File: src/rtl/mips_multicycle_ctrl.sv
// rtl/mips_multicycle_ctrl.sv - multicycle MIPS control sequencer (optional perf counters: MIPS_CTRL_PERF_CNT_EN)
module mips_multicycle_ctrl #(
    parameter int MEM_TIMEOUT = 15,
    parameter int CNT_W       = 32
) (
    input  logic             clk,
    input  logic             reset,
    input  logic [5:0]       opcode,
    input  logic             zero,
    input  logic             mem_ready,
    output logic             mem_read,
    output logic             mem_write,
    output logic             iord,
    output logic             ir_write,
    output logic             pc_write,
    output logic             pc_write_cond,
    output logic [1:0]       pc_source,
    output logic             alu_src_a,
    output logic [1:0]       alu_src_b,
    output logic [1:0]       alu_op,
    output logic             reg_dst,
    output logic             mem_to_reg,
    output logic             reg_write,
    output logic [3:0]       state_o,
    output logic             trap,
    output logic [1:0]       trap_code,
    output logic [CNT_W-1:0] cycle_cnt,
    output logic [CNT_W-1:0] instr_cnt
);
    localparam logic [3:0] S_IDLE = 4'd0, S_FETCH = 4'd1, S_DECODE = 4'd2, S_MEMADR = 4'd3,
                           S_MEMRD = 4'd4, S_MEMWB = 4'd5, S_MEMWR = 4'd6, S_REXE = 4'd7,
                           S_RWB = 4'd8, S_BEQ = 4'd9, S_JMP = 4'd10, S_ADDIEX = 4'd11,
                           S_ADDIWB = 4'd12, S_TRAP = 4'd15;

    localparam logic [5:0] OP_R = 6'b000000, OP_LW = 6'b100011, OP_SW = 6'b101011,
                           OP_BEQ = 6'b000100, OP_J = 6'b000010, OP_ADDI = 6'b001000;

    typedef struct packed {
        logic       mem_read;
        logic       mem_write;
        logic       iord;
        logic       pc_write;
        logic       pc_write_cond;
        logic [1:0] pc_source;
        logic       alu_src_a;
        logic [1:0] alu_src_b;
        logic [1:0] alu_op;
        logic       reg_dst;
        logic       mem_to_reg;
        logic       reg_write;
        logic       trap;
        logic [1:0] trap_code;
    } ctl_t;

    logic [3:0] state, next_state;
    logic [7:0] wait_cnt;
    logic [1:0] trap_cause;
    logic       mem_state, timeout, fetch_ack;
    ctl_t       ctl_d, ctl_q;

    // zero is gated with pc_write_cond inside the datapath, not here
    logic unused_zero;
    assign unused_zero = zero;

    assign mem_state = (state == S_FETCH) || (state == S_MEMRD) || (state == S_MEMWR);
    assign timeout   = mem_state && !mem_ready && (wait_cnt == 8'(MEM_TIMEOUT - 1));
    assign fetch_ack = (state == S_FETCH) && mem_ready;

    always_ff @(posedge clk or posedge reset) begin
        if (reset) begin
            state    <= S_IDLE;
            wait_cnt <= '0;
        end else begin
            state <= next_state;
            if (next_state != state || mem_ready || !mem_state)
                wait_cnt <= '0;
            else
                wait_cnt <= wait_cnt + 8'd1;
        end
    end

    always_comb begin
        next_state = state;
        trap_cause = 2'b00;
        case (state)
            S_IDLE:   next_state = S_FETCH;
            S_FETCH:  if (mem_ready) next_state = S_DECODE;
            S_DECODE: begin
                case (opcode)
                    OP_R:         next_state = S_REXE;
                    OP_LW, OP_SW: next_state = S_MEMADR;
                    OP_BEQ:       next_state = S_BEQ;
                    OP_J:         next_state = S_JMP;
                    OP_ADDI:      next_state = S_ADDIEX;
                    default: begin
                        next_state = S_TRAP;
                        trap_cause = 2'b01;
                    end
                endcase
            end
            S_MEMADR: begin
                if (opcode == OP_LW)      next_state = S_MEMRD;
                else if (opcode == OP_SW) next_state = S_MEMWR;
                else begin
                    next_state = S_TRAP;
                    trap_cause = 2'b01;
                end
            end
            S_MEMRD:  if (mem_ready) next_state = S_MEMWB;
            S_MEMWR:  if (mem_ready) next_state = S_FETCH;
            S_REXE:   next_state = S_RWB;
            S_ADDIEX: next_state = S_ADDIWB;
            S_MEMWB, S_RWB, S_BEQ, S_JMP, S_ADDIWB: next_state = S_FETCH;
            S_TRAP:   next_state = S_TRAP;
            default: begin
                next_state = S_TRAP;
                trap_cause = 2'b01;
            end
        endcase
        if (timeout) begin
            next_state = S_TRAP;
            trap_cause = 2'b10;
        end
    end

    // Level controls are decoded from the next state so they are flop outputs aligned with state
    always_comb begin
        ctl_d = '0;
        case (next_state)
            S_FETCH: begin
                ctl_d.mem_read  = 1'b1;
                ctl_d.alu_src_b = 2'b01;
            end
            S_DECODE: ctl_d.alu_src_b = 2'b11;
            S_MEMADR: begin
                ctl_d.alu_src_a = 1'b1;
                ctl_d.alu_src_b = 2'b10;
            end
            S_MEMRD: begin
                ctl_d.mem_read = 1'b1;
                ctl_d.iord     = 1'b1;
            end
            S_MEMWB: begin
                ctl_d.mem_to_reg = 1'b1;
                ctl_d.reg_write  = 1'b1;
            end
            S_MEMWR: begin
                ctl_d.mem_write = 1'b1;
                ctl_d.iord      = 1'b1;
            end
            S_REXE: begin
                ctl_d.alu_src_a = 1'b1;
                ctl_d.alu_op    = 2'b10;
            end
            S_RWB: begin
                ctl_d.reg_dst   = 1'b1;
                ctl_d.reg_write = 1'b1;
            end
            S_BEQ: begin
                ctl_d.alu_src_a     = 1'b1;
                ctl_d.alu_op        = 2'b01;
                ctl_d.pc_write_cond = 1'b1;
                ctl_d.pc_source     = 2'b01;
            end
            S_JMP: begin
                ctl_d.pc_write  = 1'b1;
                ctl_d.pc_source = 2'b10;
            end
            S_ADDIEX: begin
                ctl_d.alu_src_a = 1'b1;
                ctl_d.alu_src_b = 2'b10;
            end
            S_ADDIWB: ctl_d.reg_write = 1'b1;
            S_TRAP: begin
                ctl_d.trap      = 1'b1;
                ctl_d.trap_code = (state == S_TRAP) ? ctl_q.trap_code : trap_cause;
            end
            default: ctl_d = '0;
        endcase
    end

    always_ff @(posedge clk or posedge reset) begin
        if (reset) ctl_q <= '0;
        else       ctl_q <= ctl_d;
    end

    assign mem_read      = ctl_q.mem_read;
    assign mem_write     = ctl_q.mem_write;
    assign iord          = ctl_q.iord;
    assign ir_write      = fetch_ack;
    assign pc_write      = ctl_q.pc_write | fetch_ack;
    assign pc_write_cond = ctl_q.pc_write_cond;
    assign pc_source     = ctl_q.pc_source;
    assign alu_src_a     = ctl_q.alu_src_a;
    assign alu_src_b     = ctl_q.alu_src_b;
    assign alu_op        = ctl_q.alu_op;
    assign reg_dst       = ctl_q.reg_dst;
    assign mem_to_reg    = ctl_q.mem_to_reg;
    assign reg_write     = ctl_q.reg_write;
    assign trap          = ctl_q.trap;
    assign trap_code     = ctl_q.trap_code;
    assign state_o       = state;

`ifdef MIPS_CTRL_PERF_CNT_EN
    always_ff @(posedge clk or posedge reset) begin
        if (reset) begin
            cycle_cnt <= '0;
            instr_cnt <= '0;
        end else begin
            if (state != S_IDLE && state != S_TRAP && cycle_cnt != {CNT_W{1'b1}})
                cycle_cnt <= cycle_cnt + 1'b1;
            if (next_state == S_FETCH && state != S_IDLE && state != S_FETCH &&
                instr_cnt != {CNT_W{1'b1}})
                instr_cnt <= instr_cnt + 1'b1;
        end
    end
`else
    assign cycle_cnt = '0;
    assign instr_cnt = '0;
`endif
endmodule

File: config.mk
export PLATFORM = sky130hd
export DESIGN_NAME = mips_multicycle_ctrl
export DESIGN_NICKNAME = d
export VERILOG_FILES = /design/src/rtl/mips_multicycle_ctrl.sv
export SDC_FILE = /design/constraint.sdc
export NUM_CORES = 1
export LEC_CHECK = 0
export ABC_AREA = 1
export BUFFER_PORTS_ARGS = -buffer_cell sky130_fd_sc_hd__buf_4
export CORE_ASPECT_RATIO = 0.9
export CORE_UTILIZATION = 50
export DETAILED_ROUTE_END_ITERATION = 12
export GPL_ROUTABILITY_DRIVEN = 0
export PLACE_DENSITY = 0.83
export REMOVE_ABC_BUFFERS = 1
export SYNTH_ARGS = -nofsm -noshare
export SYNTH_HDL_FRONTEND = slang
export SYNTH_SLANG_ARGS = --single-unit
File: constraint.sdc
create_clock -name clk -period 2.6 [get_ports clk]
set_clock_uncertainty 0.15 [all_clocks]
set_input_delay 0.13 -clock clk [delete_from_list [all_inputs] [get_ports clk]]
set_output_delay 0.13 -clock clk [all_outputs]
set_load 0.03 [all_outputs]
==> flow_metrics.tcl, run 1 <==
set metrics [dict create \
    syn_area_sq_um 2030 \
    viasPerCell 4.43 \
    whs_path_depth 3 \
    clk_pin_slew_worst_paths_ns 0.10 \
    cts_buffers 3 \
    clock_path_buffers 2 \
    grt_pass1_wl_mm 5.58 \
    hpwl_mm 2.66 \
    area_growth_pct 4.68 \
    cp-end-kind "flip-flop" \
    synth-edff-count 0 \
    crit_slowest_cell "dfrtp_1" \
    period_minus_slack_ns 2.05 \
    setup_viol 0 \
    fin_nets 303 \
    worstPathRequired_ns 2.65 \
    path_common_cell "nand2_1" \
    wirelength_mm 3.36 \
    fin_cells 336 \
    max_stage_delay_ns 0.48 \
    vias 1490 \
    p_leak_nw 1.20 \
    netlist_instances 260 \
    hold_class "input port to flip-flop" \
    start_util_pct 53.3 \
    yosysSeqAreaShare_pct 34.5 \
    multiInputGateArea_sq_um 927 \
    ys.flop_type "dfrtp_1" \
    crit_chain "nor2_2 -> nand3_1 -> inv_1 -> nand2_1 -> nand4_4 -> nand2_2 -> nand2_1 -> nand3_2 -> nor2_1" \
    rsz0062_at_grt "no" \
    placed_cells_incl_taps 329 \
    synth.avg_cell_area_sq_um 7.81 \
    io_buffers 31 \
    core-area_sq_um 3810 \
    yosys_warnings 0 \
    clk_latency_ns 0.28 \
    remaining_drc_errors 0 \
    final_common_cell "conb_1" \
    ff_latch_area_sq_um 701 \
    wl_per_cell_um 9.99 \
    cts-root-buf "clkbuf_8" \
    antennaDiodeCount 0 \
    period_share_pct 78.8 \
    ant_nets 0 \
    drive_gt1_share_pct 19.7 \
    path_depth 9 \
    die_h_um 62.5 \
    p_per_area_nw_per_um2 437 \
    setup_tns_ns 0 \
    arrival_ns 2.10 \
    grt_pass1_vias 1253 \
    dr.pass1.iters 4 \
    critPathLaunchType "flip-flop" \
    layout.cells.most_common_list "conb_1, nand2_1, buf_4, nor2_1, dfrtp_1" \
    n_fill_cell 345 \
    r2r_slack_ns 0.55 \
    reg2reg_depth 9 \
    antenna_found_initial 0 \
    synth.distinct_cells 29 \
    synth-async-reset-ratio_pct 100 \
    cp_num_buf_inv 1 \
    fmax_ghz 0.488 \
    detail_route.iter0.violations 77 \
    gr-usage-all-layers_pct 15.8 \
    rows 21 \
    grt_max_degree 29 \
    tritoncts "yes" \
    die-area_sq_um 4320 \
    yosys_register_bits 28 \
    grt_overflow 0 \
    cts_max_level 1 \
    die_w_um 69.2 \
    crit_family "simple AND/OR/NAND/NOR gates" \
    io_pins 97 \
    post_cts_buffers 0 \
    max_flop_register "wait_cnt" \
    irDropWorstVdd_uv 223 \
    cts-resized-gates 0 \
    cts_hold_buf 3 \
    drv_cap 0 \
    final-max-slew-violation-count 0 \
    critPathMaxFanout 9 \
    clock-sinks 28 \
    largest_reg_flops 8 \
    final_hold_viol_count 0 \
    crit_type "flip-flop to flip-flop" \
    status "complete, no violations" \
]
==> final cells by class <==
cell class | count | area share, %
clock buffer | 3 | 1.94
clock inverter | 1 | 1.41
inverter | 26 | 4.65
multi-input combinational | 197 | 43.6
sequential | 28 | 33.0
tap | 46 | 2.71
timing repair buffer | 35 | 12.7
==> metrics by stage <==
| stage | power (mW) | instance area, sq um | hold slack, ns | worst slack [ns] | utilization, % |
|---|---|---|---|---|---|
| floorplan | 0.578 | 1730 | 0.0454 | 0.705 | - |
| CTS | 0.936 | 2130 | 0.0488 | 0.587 | 55.8 |
| global placement | 0.594 | 2020 | 0.0721 | 0.655 | 53.1 |
| global route | 0.964 | 2130 | 0.0810 | 0.355 | 55.8 |
| detailed placement | 0.594 | 2020 | 0.0816 | 0.603 | 53.1 |
| finish | 0.929 | 2130 | 0.0501 | 0.551 | 55.8 |
==> kinds of logic after synthesis <==
family | Yosys count | share of synthesized area, %
xor gates and xnor gates | 6 | 2.59
DFF | 28 | 34.5
AOI/OAI and AO/OA | 11 | 3.27
other | 1 | 0.185
and+or+nand+nor | 114 | 26.7
buffers and inverters | 98 | 31.5
adders and majority gates | 2 | 1.23
==> worst min-delay path, cell delays in order <==
cell and delay (ns):
buf_4 0.10, nand3_1 0.13, nand2_1 0.10
==> power by group <==
group / internal, mW / switching, mW
Combinational: 0.0133 / 0.141
Sequential: 0.435 / 0
Clock: 0.206 / 0.133
==> layer usage <==
layer  track usage (%)  part of all wire (%)  up-vias
li1                  -                     -      745
met1              19.8                    41      671
met2              27.7                    51       67
met3              3.55                   6.9        7
met4              3.32                   1.3        0
met5                 0                     0        -
==> cell usage after synthesis, drive strengths merged (2+ instances only) <==
master  number  area (sq um)
xnor2        2          17.5
ha           2          25.0
a21oi        5          28.8
inv         25          93.8
nand4        9          71.3
buf         72           541
nand3       17          90.1
o21ai        4          23.8
nor2        34           140
xor2         4          35.0
nand2       42           170
dfrtp       28           701
nor3         8          45.0
==> path summary, 6_finish.rpt <==
check | start | end
min in group asynchronous | reset | alu_src_b[0]
min reg2reg | wait_cnt[0] | wait_cnt[0]
max reg2reg | state_o[2] | wait_cnt[5]
min | mem_ready | alu_src_b[0]
max in group asynchronous | reset | wait_cnt[2]
max | state_o[2] | wait_cnt[5]
Note: power is estimated with default switching activity, not from simulation.
==> run 2: changes to the inputs <==
- CORE_UTILIZATION: 50 -> 47
- PLACE_DENSITY: 0.83 -> 0.79
- clock period: 2.6 -> 2 ns (I/O delays scaled with it)
==> run 2 against run 1 <==
Net effect:
- clock power up 29%
- the run now ends with design-rule violations left
- combinational power up 31%
- flip-flop and latch count unchanged
- wire length up 4.9%
- register-to-register slack worse by 0.44 ns
- global-route usage up 0.34 points
- non-clock buffer count up 8
- die area up 6.2%
- first-iteration DRC count up 12%
- critical path depth up 4
- power up 30%
==> flow_metrics.tcl, run 2 (synthesis results as in run 1) <==
set metrics [dict create \
    final-max-slew-violation-count 0 \
    violations "design-rule violations" \
    period_share_pct 94.2 \
    tritoncts "yes" \
    wirelength_mm 3.52 \
    fin_nets 311 \
    wl_per_cell_um 10.2 \
    gr-usage-all-layers_pct 16.1 \
    dr.pass1.iters 8 \
    crit_type "input port to flip-flop" \
    cp-end-kind "flip-flop" \
    grt_max_degree 29 \
    hpwl_mm 2.73 \
    area_growth_pct 10.2 \
    fin_cells 346 \
    worstPathRequired_ns 2.07 \
    clock_path_buffers 2 \
    clk_pin_slew_worst_paths_ns 0.10 \
    io_pins 97 \
    irDropWorstVdd_uv 463 \
    io_buffers 31 \
    fin_ws_ns 0.115 \
    start_util_pct 49.5 \
    final_hold_viol_count 0 \
    antenna_found_initial 0 \
    detail_route.iter0.violations 86 \
    core-area_sq_um 4100 \
    largest_reg_flops 8 \
    arrival_ns 1.96 \
    setup_viol 0 \
    status "complete, but fails checks" \
    layout.cells.most_common_list "conb_1, buf_4, nand2_1, nor2_1, dfrtp_1" \
    vias 1560 \
    die-area_sq_um 4590 \
    cts-root-buf "clkbuf_8" \
    remaining_drc_errors 4 \
    drv_cap 0 \
    fmax_ghz 0.531 \
    cts_buffers 3 \
    p_per_area_nw_per_um2 539 \
    clk_latency_ns 0.28 \
    drive_gt1_share_pct 25.5 \
    placed_cells_incl_taps 334 \
    rsz0062_at_grt "yes" \
    cts_max_level 1 \
    final_util_pct 54.5 \
    grt_overflow 0 \
    final_area_sq_um 2240 \
    die_w_um 71.3 \
    antennaDiodeCount 0 \
    p_leak_nw 1.26 \
    hold_class "input port to flip-flop" \
    n_fill_cell 370 \
    critPathLaunchType "input port" \
    die_h_um 64.4 \
    viasPerCell 4.51 \
    pre_cts_slack_ns 0.0473 \
    ant_nets 0 \
    clock-sinks 28 \
    rows 22 \
    grt_pass1_vias 1303 \
    grt_pass1_wl_mm 5.76 \
    critPathMaxFanout 8 \
    placed_area_sq_um 2050 \
    max_flop_register "wait_cnt" \
    period_minus_slack_ns 1.88 \
    final_common_cell "conb_1" \
]
-- run 2: cell count changes in the layout (fill, tap and decap cells not counted), sizes merged --
| cell | before | now |
|---|---|---|
| buf | 32 | 40 |
-- run 2: report_power, final --
part	leakage (nW)	internal, mW	switching (mW)
clock network	0.0357	0.268	0.172
logic	0.866	0.0173	0.183
registers	0.354	0.566	0
total	1.26	0.851	0.355
-- run 2: repair_timing --
item / CTS / global route
endpoints found under the hold margin: 29 / 0
buffers inserted: 0 / 5
endpoints found under the setup margin: 1 / 18
hold buffers: 3 / 0
pin swaps: 0 / 3
gates resized for setup: 1 / 15
-- run 2: area by class of cell --
| type | count | area [sq um] | share of cell area [%] |
|---|---|---|---|
| clock buffers | 3 | 41.3 | 1.85 |
| multi-input cells | 197 | 968 | 43.3 |
| repair buffers | 43 | 330 | 14.8 |
| well taps | 48 | 60.1 | 2.68 |
| clock inverters | 1 | 30.0 | 1.34 |
| inverters | 26 | 101 | 4.53 |
| flip-flops and latches | 28 | 706 | 31.5 |
-- run 2: stage by stage --
step | power [mW] | TNS, ns | hold slack (ns)
global placement | 0.772 | 0 | 0.0398
CTS | 1.21 | 0 | 0.0181
finish | 1.21 | 0 | 0.0257
floorplan | 0.751 | 0 | 0.0154
global route | 1.25 | -0.0665 | 0.0186
detailed placement | 0.772 | 0 | 0.0419
-- run 2: routing by layer --
layer	global-route usage, %	share of wire, %	vias to the layer above
met5	0	0	-
li1	-	-	763
met3	4.26	7.5	5
met1	18.8	40	718
met2	29.4	52	74
met4	3.50	0.97	0
-- run 2: worst paths after layout --
kind                        startpoint      endpoint  slack, ns  depth (start not counted)
hold reg to reg            wait_cnt[0]   wait_cnt[0]       0.34                          1
setup reg to reg            state_o[0]      mem_read       0.12                         10
setup / recovery             opcode[2]      mem_read       0.12                         13
hold / removal               mem_ready    mem_to_reg       0.03                          3
min in group asynchronous        reset  alu_src_b[0]       0.30                          4
max in group asynchronous        reset    state_o[2]       1.13                          4
-- run 2: critical path, cell delays in order --
cell,delay [ns]
dlygate4sd3_1,0.54
buf_4,0.14
inv_1,0.11
nand3_1,0.11
nand2_1,0.12
nand2_1,0.10
clkinv_2,0.09
nand2_1,0.06
nor2_2,0.13
nand2_2,0.10
inv_2,0.13
nand4_1,0.13
nand2_1,0.09
==> run 3: changes to the inputs <==
- ABC_AREA: 1 -> 0
- SKIP_LAST_GASP: default -> 1
==> run 3 against run 2 <==
Net effect:
- the run still ends with design-rule violations left
- maximum frequency fell by 5.5%
- final area rose by 5.5%
- final cell count down 8.4%
- highest routed layer unchanged
- via count hardly changed
- worst setup slack lost 0.11 ns
- flip-flop and latch count unchanged
- wire length is 13% higher
- utilization rose by 3.0 points
- combinational power grew to 11 times the previous value
- first-iteration DRC count grew 12%
- sequential share of layout area fell by 1.9 points
==> flow_metrics.tcl, run 3 <==
set metrics [dict create \
    status "complete, but fails checks" \
    violations "design-rule violations" \
    wl_per_cell_um 12.5 \
    cts-root-buf "clkbuf_8" \
    arrival_ns 2.05 \
    final-max-slew-violation-count 0 \
    vias 1559 \
    synth.distinct_cells 46 \
    grt_pass1_wl_mm 6.03 \
    syn_area_sq_um 2020 \
    clock-sinks 28 \
    hold_class "input port to flip-flop" \
    final_area_sq_um 2360 \
    p_per_area_nw_per_um2 1430 \
    ys.flop_type "dfrtp_1" \
    max_stage_delay_ns 0.40 \
    hpwl_mm 2.74 \
    cp-end-kind "flip-flop" \
    clock_path_buffers 2 \
    cts_buffers 3 \
    wirelength_mm 3.98 \
    rows 22 \
    grt_overflow 0 \
    netlist_instances 225 \
    ant_nets 0 \
    crit_chain "buf_4 -> nand4bb_4 -> o311a_1 -> or3_1 -> a211oi_1" \
    drive_gt1_share_pct 26.0 \
    antenna_found_initial 0 \
    p_leak_nw 1.20 \
    detail_route.iter0.violations 96 \
    synth.largest_area_cell "dfrtp_1" \
    critPathMaxFanout 14 \
    dr.pass1.iters 8 \
    placed_area_sq_um 2110 \
    n_fill_cell 376 \
    crit_slowest_cell "dfrtp_1" \
    netlist_top_cells_area "dfrtp_1, buf_4, nor2_1" \
    die_h_um 64.1 \
    rsz0062_at_grt "yes" \
    start_util_pct 49.2 \
    power.total_mw 3.38 \
    fin_cells 317 \
    final_util_pct 57.6 \
    placed_cells_incl_taps 307 \
    drv_cap 0 \
    critPathLaunchType "flip-flop" \
    fmax_ghz 0.501 \
    period_share_pct 99.7 \
    remaining_drc_errors 4 \
    grt_pass1_vias 1309 \
    core-area_sq_um 4100 \
    worstPathRequired_ns 2.05 \
    antennaDiodeCount 0 \
    final_common_cell "conb_1" \
    layout.cells.most_common_list "conb_1, buf_4, dfrtp_1, nor2_1, nand2_1" \
    period_minus_slack_ns 1.99 \
    viasPerCell 4.92 \
    setup_viol 0 \
    yosys_warnings 0 \
    tritoncts "yes" \
    yosys_register_bits 28 \
    clk_latency_ns 0.29 \
    grt_max_degree 29 \
    final_hold_viol_count 0 \
    area_growth_pct 17.1 \
    max_flop_register "wait_cnt" \
    clk_pin_slew_worst_paths_ns 0.10 \
    multiInputGateArea_sq_um 1090 \
    io_buffers 31 \
    synthMostInstantiatedCell "buf_4" \
    synth.top_cell.area_share_pct 34.7 \
    die_w_um 71.1 \
    cts_max_level 1 \
    yosysSeqAreaShare_pct 34.7 \
    ff_latch_area_sq_um 701 \
    largest_reg_flops 8 \
    io_pins 97 \
    crit_type "flip-flop to flip-flop" \
    fin_nets 282 \
    synth-edff-count 0 \
    irDropWorstVdd_uv 756 \
    synth-async-reset-ratio_pct 100 \
    die-area_sq_um 4560 \
    synth.avg_cell_area_sq_um 8.96 \
    gr-usage-all-layers_pct 16.8 \
    synth.top_cells.by_count "buf_4, dfrtp_1, nor2_1" \
]
[run 3: timing repair]
| item | CTS | global route |
|---|---|---|
| setup endpoints to repair | 6 | 9 |
| pin swaps | 0 | 5 |
| hold endpoints to repair | 30 | 0 |
| hold buffers | 5 | 0 |
| buffers inserted | 0 | 1 |
| resized for setup | 1 | 21 |
[run 3: logic make-up after synthesis]
kind of cell / share of synthesized area, %
buf+inv: 29.1
simple gates: 17.6
compound gates: 14.1
flops: 34.7
xor+xnor: 3.04
fa+ha+maj: 1.24
other cells: 0.186
[run 3: metal layers]
layer / vias up / share of wire (%) / track usage (%)
met3: 5 / 7.3 / 5.05
met2: 73 / 50 / 27.2
li1: 732 / - / -
met1: 749 / 42 / 22.1
met5: - / 0 / 0
met4: 0 / 0.73 / 4.25
[run 3: path summary, 6_finish.rpt]
path / slack (ns) / cells after the start / from / endpoint
worst max-delay path: 0.006 / 5 / state_o[3] / mem_read
worst min-delay path: 0.11 / 5 / opcode[5] / trap_code[0]
worst max register to register: 0.006 / 5 / state_o[3] / mem_read
worst min register to register: 0.40 / 2 / wait_cnt[3] / wait_cnt[3]
max in group asynchronous: 1.16 / 4 / reset / alu_op[0]
min in group asynchronous: 0.28 / 4 / reset / trap_code[1]
[run 3: worst max-delay path, delay by kind of cell, from the launching register on]
family,cells,cell delay [ns]
simple gates,2,0.61
compound gates,2,0.56
buf+inv,1,0.19
flops,1,0.40
[run 3: area by class of cell]
cell class	instances	share of cell area, %
repair buffers	53	17.4
clock buffers	3	1.75
multi-input cells	177	46.3
well taps	48	2.54
inverters	7	1.11
clock inverters	1	1.27
flip-flops and latches	28	29.7
[run 3: through the flow]
step                worst slack (ns)  hold slack, ns  TNS (ns)
finish                       0.00566           0.105         0
global route                 -0.0884           0.126    -0.270
CTS                          0.00260           0.125         0
detailed placement           -0.0625          0.0444    -0.113
global placement              0.0130          0.0347         0
floorplan                     -0.189          0.0154    -0.367
[run 3: where the power goes]
part | switching (mW) | leakage (nW) | internal, mW | total (mW)
registers | 0.0721 | 0.377 | 0.704 | 0.776
clock network | 0.192 | 0.0357 | 0.269 | 0.461
logic | 1.32 | 0.784 | 0.817 | 2.14
total | 1.59 | 1.20 | 1.79 | 3.38
